--- src/rtl/mem_port_arbiter_pkg.sv ---
// Shared types for the two-port memory arbiter.
//   lc3b_word       16-bit address/data word
//   lc3b_mem_wmask  2-bit byte write mask
//   lc3b_arb_state  arbiter FSM state encoding
//   lc3b_mem_req    request fields latched at grant time
// captureReq() packs a requester's fields into a lc3b_mem_req.
package mem_port_arbiter_pkg;

  typedef logic [15:0] lc3b_word;
  typedef logic [1:0]  lc3b_mem_wmask;

  typedef enum logic [1:0] {
    ARB_IDLE      = 2'd0,
    ARB_SERVE_IF  = 2'd1,
    ARB_SERVE_MEM = 2'd2
  } lc3b_arb_state;

  typedef struct packed {
    logic          write;
    lc3b_mem_wmask wmask;
    lc3b_word      address;
    lc3b_word      wdata;
  } lc3b_mem_req;

  localparam lc3b_mem_req REQ_RESET = '0;

  function automatic lc3b_mem_req captureReq(input logic          write,
                                             input lc3b_mem_wmask wmask,
                                             input lc3b_word      address,
                                             input lc3b_word      wdata);
    lc3b_mem_req r;
    r.write   = write;
    r.wmask   = wmask;
    r.address = address;
    r.wdata   = wdata;
    return r;
  endfunction

endpackage

--- src/rtl/mem_port_arbiter_sat_counter.sv ---
// Saturating up-counter used for the arbiter's performance counters.
//   clk    rising-edge clock
//   reset  asynchronous active-high reset, clears the count
//   inc    increment request for this cycle
//   count  current value; holds at all-ones instead of wrapping
module sat_counter #(
  parameter int WIDTH = 16
) (
  input  logic             clk,
  input  logic             reset,
  input  logic             inc,
  output logic [WIDTH-1:0] count
);

  logic [WIDTH-1:0] count_q;

  // Count up on inc, but stop at all-ones so the value never wraps to zero.
  always_ff @(posedge clk or posedge reset) begin
    if (reset) begin
      count_q <= '0;
    end else if (inc && (count_q != {WIDTH{1'b1}})) begin
      count_q <= count_q + WIDTH'(1);
    end
  end

  assign count = count_q;

endmodule

--- src/rtl/mem_port_arbiter.sv ---
// Arbiter that merges the pipeline's instruction-fetch (IF) and data (MEM)
// memory ports onto one shared physical memory port using the lc3b
// read/write/resp handshake.
//   clk, reset                     clock and asynchronous active-high reset
//   if_*  (read/write/wmask/...)   fetch requester; if_resp/if_rdata back
//   mem_* (read/write/wmask/...)   data requester; mem_resp/mem_rdata back
//   pmem_*                         shared port strobes, fields and response
//   if_grant_count, mem_grant_count  completed transactions per requester
//   stall_count                    cycles a requester waited on the other
// One requester is granted at a time; its request fields are latched at grant
// so the shared port stays stable until pmem_resp ends the transaction.
module mem_port_arbiter
  import mem_port_arbiter_pkg::*;
#(
  parameter int CNT_WIDTH  = 16,
  parameter bit D_PRIORITY = 1'b1
) (
  input  logic                 clk,
  input  logic                 reset,

  input  logic                 if_read,
  input  logic                 if_write,
  input  lc3b_mem_wmask        if_wmask,
  input  lc3b_word             if_address,
  input  lc3b_word             if_wdata,
  output logic                 if_resp,
  output lc3b_word             if_rdata,

  input  logic                 mem_read,
  input  logic                 mem_write,
  input  lc3b_mem_wmask        mem_wmask,
  input  lc3b_word             mem_address,
  input  lc3b_word             mem_wdata,
  output logic                 mem_resp,
  output lc3b_word             mem_rdata,

  output logic                 pmem_read,
  output logic                 pmem_write,
  output lc3b_mem_wmask        pmem_wmask,
  output lc3b_word             pmem_address,
  output lc3b_word             pmem_wdata,
  input  logic                 pmem_resp,
  input  lc3b_word             pmem_rdata,

  output logic [CNT_WIDTH-1:0] if_grant_count,
  output logic [CNT_WIDTH-1:0] mem_grant_count,
  output logic [CNT_WIDTH-1:0] stall_count
);

  lc3b_arb_state state_q, state_d;
  lc3b_mem_req   req_q, req_d;
  // Round-robin pointer: 1 means MEM wins the next conflict.
  logic          rrMem_q, rrMem_d;

  logic ifRequesting;
  logic memRequesting;
  logic pickMem;
  logic serving;
  logic stallInc;

  assign ifRequesting  = if_read | if_write;
  assign memRequesting = mem_read | mem_write;

  // Next-state and grant logic. Only IDLE may start a transaction; a serve
  // state leaves only on pmem_resp, so transactions are never aborted by the
  // requester dropping its strobe.
  always_comb begin
    state_d = state_q;
    req_d   = req_q;
    rrMem_d = rrMem_q;
    pickMem = 1'b0;
    case (state_q)
      ARB_IDLE: begin
        if (ifRequesting && memRequesting) begin
          if (D_PRIORITY) begin
            pickMem = 1'b1;
          end else begin
            pickMem = rrMem_q;
            rrMem_d = ~rrMem_q;
          end
        end else begin
          pickMem = memRequesting;
        end
        if (ifRequesting || memRequesting) begin
          if (pickMem) begin
            req_d   = captureReq(mem_write, mem_wmask, mem_address, mem_wdata);
            state_d = ARB_SERVE_MEM;
          end else begin
            req_d   = captureReq(if_write, if_wmask, if_address, if_wdata);
            state_d = ARB_SERVE_IF;
          end
        end
      end
      ARB_SERVE_IF, ARB_SERVE_MEM: begin
        if (pmem_resp) begin
          state_d = ARB_IDLE;
        end
      end
      default: begin
        state_d = ARB_IDLE;
      end
    endcase
  end

  // State, latched request and round-robin pointer. Reset parks the pointer
  // on MEM so the first conflict after reset goes to the data port.
  always_ff @(posedge clk or posedge reset) begin
    if (reset) begin
      state_q <= ARB_IDLE;
      req_q   <= REQ_RESET;
      rrMem_q <= 1'b1;
    end else begin
      state_q <= state_d;
      req_q   <= req_d;
      rrMem_q <= rrMem_d;
    end
  end

  // Shared port is driven purely from the latched request; a latched write
  // takes precedence over read when a requester raised both.
  assign serving      = (state_q == ARB_SERVE_IF) || (state_q == ARB_SERVE_MEM);
  assign pmem_read    = serving & ~req_q.write;
  assign pmem_write   = serving & req_q.write;
  assign pmem_wmask   = req_q.wmask;
  assign pmem_address = req_q.address;
  assign pmem_wdata   = req_q.wdata;

  // Responses are steered to the granted requester only; read data is forced
  // to zero outside the response cycle so X never leaks into IR/MDR.
  assign if_resp   = (state_q == ARB_SERVE_IF) & pmem_resp;
  assign mem_resp  = (state_q == ARB_SERVE_MEM) & pmem_resp;
  assign if_rdata  = if_resp  ? pmem_rdata : '0;
  assign mem_rdata = mem_resp ? pmem_rdata : '0;

  assign stallInc = ((state_q == ARB_SERVE_IF)  && memRequesting) ||
                    ((state_q == ARB_SERVE_MEM) && ifRequesting);

  sat_counter #(.WIDTH(CNT_WIDTH)) u_ifGrantCnt (
    .clk   (clk),
    .reset (reset),
    .inc   (if_resp),
    .count (if_grant_count)
  );

  sat_counter #(.WIDTH(CNT_WIDTH)) u_memGrantCnt (
    .clk   (clk),
    .reset (reset),
    .inc   (mem_resp),
    .count (mem_grant_count)
  );

  sat_counter #(.WIDTH(CNT_WIDTH)) u_stallCnt (
    .clk   (clk),
    .reset (reset),
    .inc   (stallInc),
    .count (stall_count)
  );

  // Protocol checks: a stray pmem_resp is ignored by the FSM but reported,
  // as is a requester raising read and write together.
  always @(posedge clk) begin
    if (!reset) begin
      assert (!(pmem_resp && (state_q == ARB_IDLE)))
        else $warning("mem_port_arbiter: pmem_resp outside a serve state ignored");
      assert (!(if_read && if_write))
        else $warning("mem_port_arbiter: IF port raised read and write together");
      assert (!(mem_read && mem_write))
        else $warning("mem_port_arbiter: MEM port raised read and write together");
    end
  end

endmodule

--- config.mk ---
export PLATFORM = sky130hd
export DESIGN_NAME = mem_port_arbiter
export DESIGN_NICKNAME = d
export VERILOG_FILES = /design/src/rtl/mem_port_arbiter_pkg.sv /design/src/rtl/mem_port_arbiter_sat_counter.sv /design/src/rtl/mem_port_arbiter.sv
export SDC_FILE = /design/constraint.sdc
export NUM_CORES = 1
export LEC_CHECK = 0
export BUFFER_PORTS_ARGS = -buffer_cell sky130_fd_sc_hd__buf_4
export CAP_MARGIN = 20
export CELL_PAD_IN_SITES_DETAIL_PLACEMENT = 0
export CELL_PAD_IN_SITES_GLOBAL_PLACEMENT = 1
export CORE_AREA = 2 2 114 116
export DETAILED_ROUTE_END_ITERATION = 7
export DIE_AREA = 0 0 116 118
export PLACE_DENSITY = 0.9
export SLEW_MARGIN = 20
export SYNTH_ARGS = -nofsm -noshare
export SYNTH_HDL_FRONTEND = slang
export SYNTH_SLANG_ARGS = --single-unit
--- constraint.sdc ---
create_clock -name clk -period 4.17 [get_ports clk]
set_input_delay 0 -clock clk [delete_from_list [all_inputs] [get_ports clk]]
set_output_delay 0 -clock clk [all_outputs]
set_load 0.03 [all_outputs]
==> metrics.txt <==
Mapped Nets=562; first-pass GRT wire length=21.5 mm; DRT iter0 DRCs=210; crit path time final=2320 ps; CP top delay family=compound AO/OA/AOI/OAI gates; I/O pin total=209; Yosys reg bits=85; Bufs and invs on worst path=1; Max transition margin=0.538; syn_area_per_cell=9.98 um2; # setup viols final=0; CTS max path bufs=2; antenna violations before repair=0; synthesis-to-finish area growth=53.9%; status=completed; largest net degree at the start of global routing=71; Final GP Congestion=0.856; drt pass-1 iters=4; cells after synthesis=465; CTS Sinks=85; vias in the first global route=4274; Sw Ratio=0.419; register area share after synthesis=0.458; Min-Delay Path Depth=3; Die W=116 um; DR vias/cell=4.94; yosys warns=0; Internal=2.33 mW; Skew-Pair Late Insertion Delay=340 ps; commonest non-fill, non-tap cell in the layout=buf_4; Critical Path Sink Type=flip-flop; setup tns final=0 ps; period utilization=0.555; number of port buffers=208; critical path class=reg -> reg; Gate power share=0.465; initial core utilization=0.374; total gr overflow=0; layout cells sized above 1=0.343; Max Fclk=0.432 GHz; Final Hold Viols=0; Worst Setup Slack, final=1850 ps; P_leak=3.48 nW; r2r worst-path depth=6; wire per inst=15.4 um; post-DP HPWL=8.87 mm; commonest cells after routing, fill and taps aside=211 x buf_4, 85 x dfrtp_1, 69 x dlygate4sd3_1, 50 x nand2_1; Worst-Margin Slew=692 ps; Final Core Density=0.575; Final ANT Viol Nets=0; Final Slew Violations=0; startpoint types=flip-flop; Synth Cell Area=4640 um2; ys async rst share=1.00; Die Span Y=118 um; die area=13700 um2; Clock Skew=3.36 ps; Net Switching=1.68 mW; PostCTS Resize Cnt=0; leading post-synthesis cells by cell area=dfrtp_1 46%, mux2i_1 7.3%, buf_4 5.5%, and3_1 5.4%, xnor2_1 5.3%; Vias=4355; Levels on crit path=6; number of library cell types mapped by synthesis=41; Hold WC Path Type=in -> reg; IR drop worst, VDD=0.000336 V; arrival time worst endpoint=2540 ps; Routed WL=13.5 mm; CTS HTree Levels=3; # rows=41; Worst EP required=4390 ps; Flop pwr share=0.320; Largest stage delay, worst path=500 ps; Tot GR Track Use=0.197; Root Buffer=clkbuf_16; layout net count=801; Num CTS Buffers=9; CP cell instances=inv_1 -> ha_1 -> o21ai_0 -> a2111oi_4 -> nand4_1 -> mux2_1; Slowest-stage cell, CP=ha_1; core area=12400 um2; Synth area leader=dfrtp_1; n_diodes=0; Cell Pwr Density=562 nW/um2; RSZ-0062 raised after global routing=no; clock slew at reported path FFs=60 ps; max cap viols=0; CTS tree=yes; crit-path max FO=20; main flop type after synthesis=dfrtp_1; clock share of power=0.215; DRC Markers=0; worst slack, placed=1810 ps; area fraction of the dominant cell type after synthesis=0.458; Post-synth EDFFs=0
-- worst min-delay path, delay by kind of cell --
family                 cells  cell delay [ps]
buffers and inverters      1              130
AO/OA/AOI/OAI              2              190
-- metrics by stage --
step | instances | instance area, um2 | power [mW] | hold slack (ps)
2_1_floorplan | 465 | 4640 | 2.61 | 172
3_3_place_gp | 796 | 6120 | 3.04 | 131
3_5_place_dp | 796 | 6120 | 3.10 | 146
4_1_cts | 881 | 7140 | 4.05 | 8.04
5_1_grt | 881 | 7140 | 4.26 | 40.1
6_report | 881 | 7140 | 4.01 | 15.4
-- sequential cells by signal, summed over array words and instances, names as in the netlist --
name / flops
u_ifGrantCnt.count: 16
req_q: 1
pmem_wdata: 16
u_stallCnt.count: 16
pmem_wmask: 2
pmem_address: 16
state_q: 2
u_memGrantCnt.count: 16
-- layer usage --
layer / share of wire / vias to the layer above / global-route usage
li1: - / 2107 / -
met1: 0.40 / 2078 / 0.235
met2: 0.51 / 138 / 0.337
met3: 0.057 / 32 / 0.0433
met4: 0.029 / 0 / 0.0848
met5: 0 / - / 0
-- cells in the mapped netlist, drive strengths merged (8+ instances only) --
library cell and count:
and3 40, clkbuf 10, o21ai 41, and4 8, nor2 11, buf 42
mux2i 34, nand3 23, a21oi 8, mux2 8, dfrtp 85, xnor2 28
nand2 50, nand4 24
-- repair_timing --
action | 4_1_cts | 5_1_grt
setup buffers | 0 | 0
hold buffers | 69 | 0
endpoints found under the hold margin | 74 | 0
-- logic make-up (layout without fill, tap and decap cells) --
family	count (synthesis)	count (layout)	synth area share
compound gates	64	64	0.0833
mux	42	42	0.0928
simple gates	176	176	0.210
fa+ha+maj	6	6	0.0162
buf+inv	59	303	0.0774
xor+xnor	33	33	0.0623
flops	85	85	0.458
-- path summary, 6_finish.rpt --
check,to,slack [ps],from
worst max-delay path,u_stallCnt.count[15],1850,state_q[0]
worst min-delay path,req_q[34],20,mem_write
worst max register to register,u_stallCnt.count[15],1850,state_q[0]
worst min register to register,pmem_wdata[15],480,pmem_wdata[15]
max in group asynchronous,pmem_address[6],2830,reset
min in group asynchronous,u_memGrantCnt.count[1],320,reset
-- area by class of cell --
class                   count  area [um2]
clock buffers              14         294
clock inverters             2        37.5
fillers                  1068        5280
inverters                   7        27.5
multi-input cells         321        2160
flip-flops and latches     85        2130
well taps                 172         215
repair buffers            280        2270
-- power by group through the flow --
stage,Sequential [mW],Clock [mW],Combinational (mW)
after global routing,1.32,0.927,2.01
after CTS,1.28,0.893,1.88
after detailed placement,1.29,0,1.81
after floorplan,1.38,0,1.23
after global placement,1.27,0,1.77
final,1.29,0.864,1.87
Note: power is estimated with default switching activity, not from simulation.
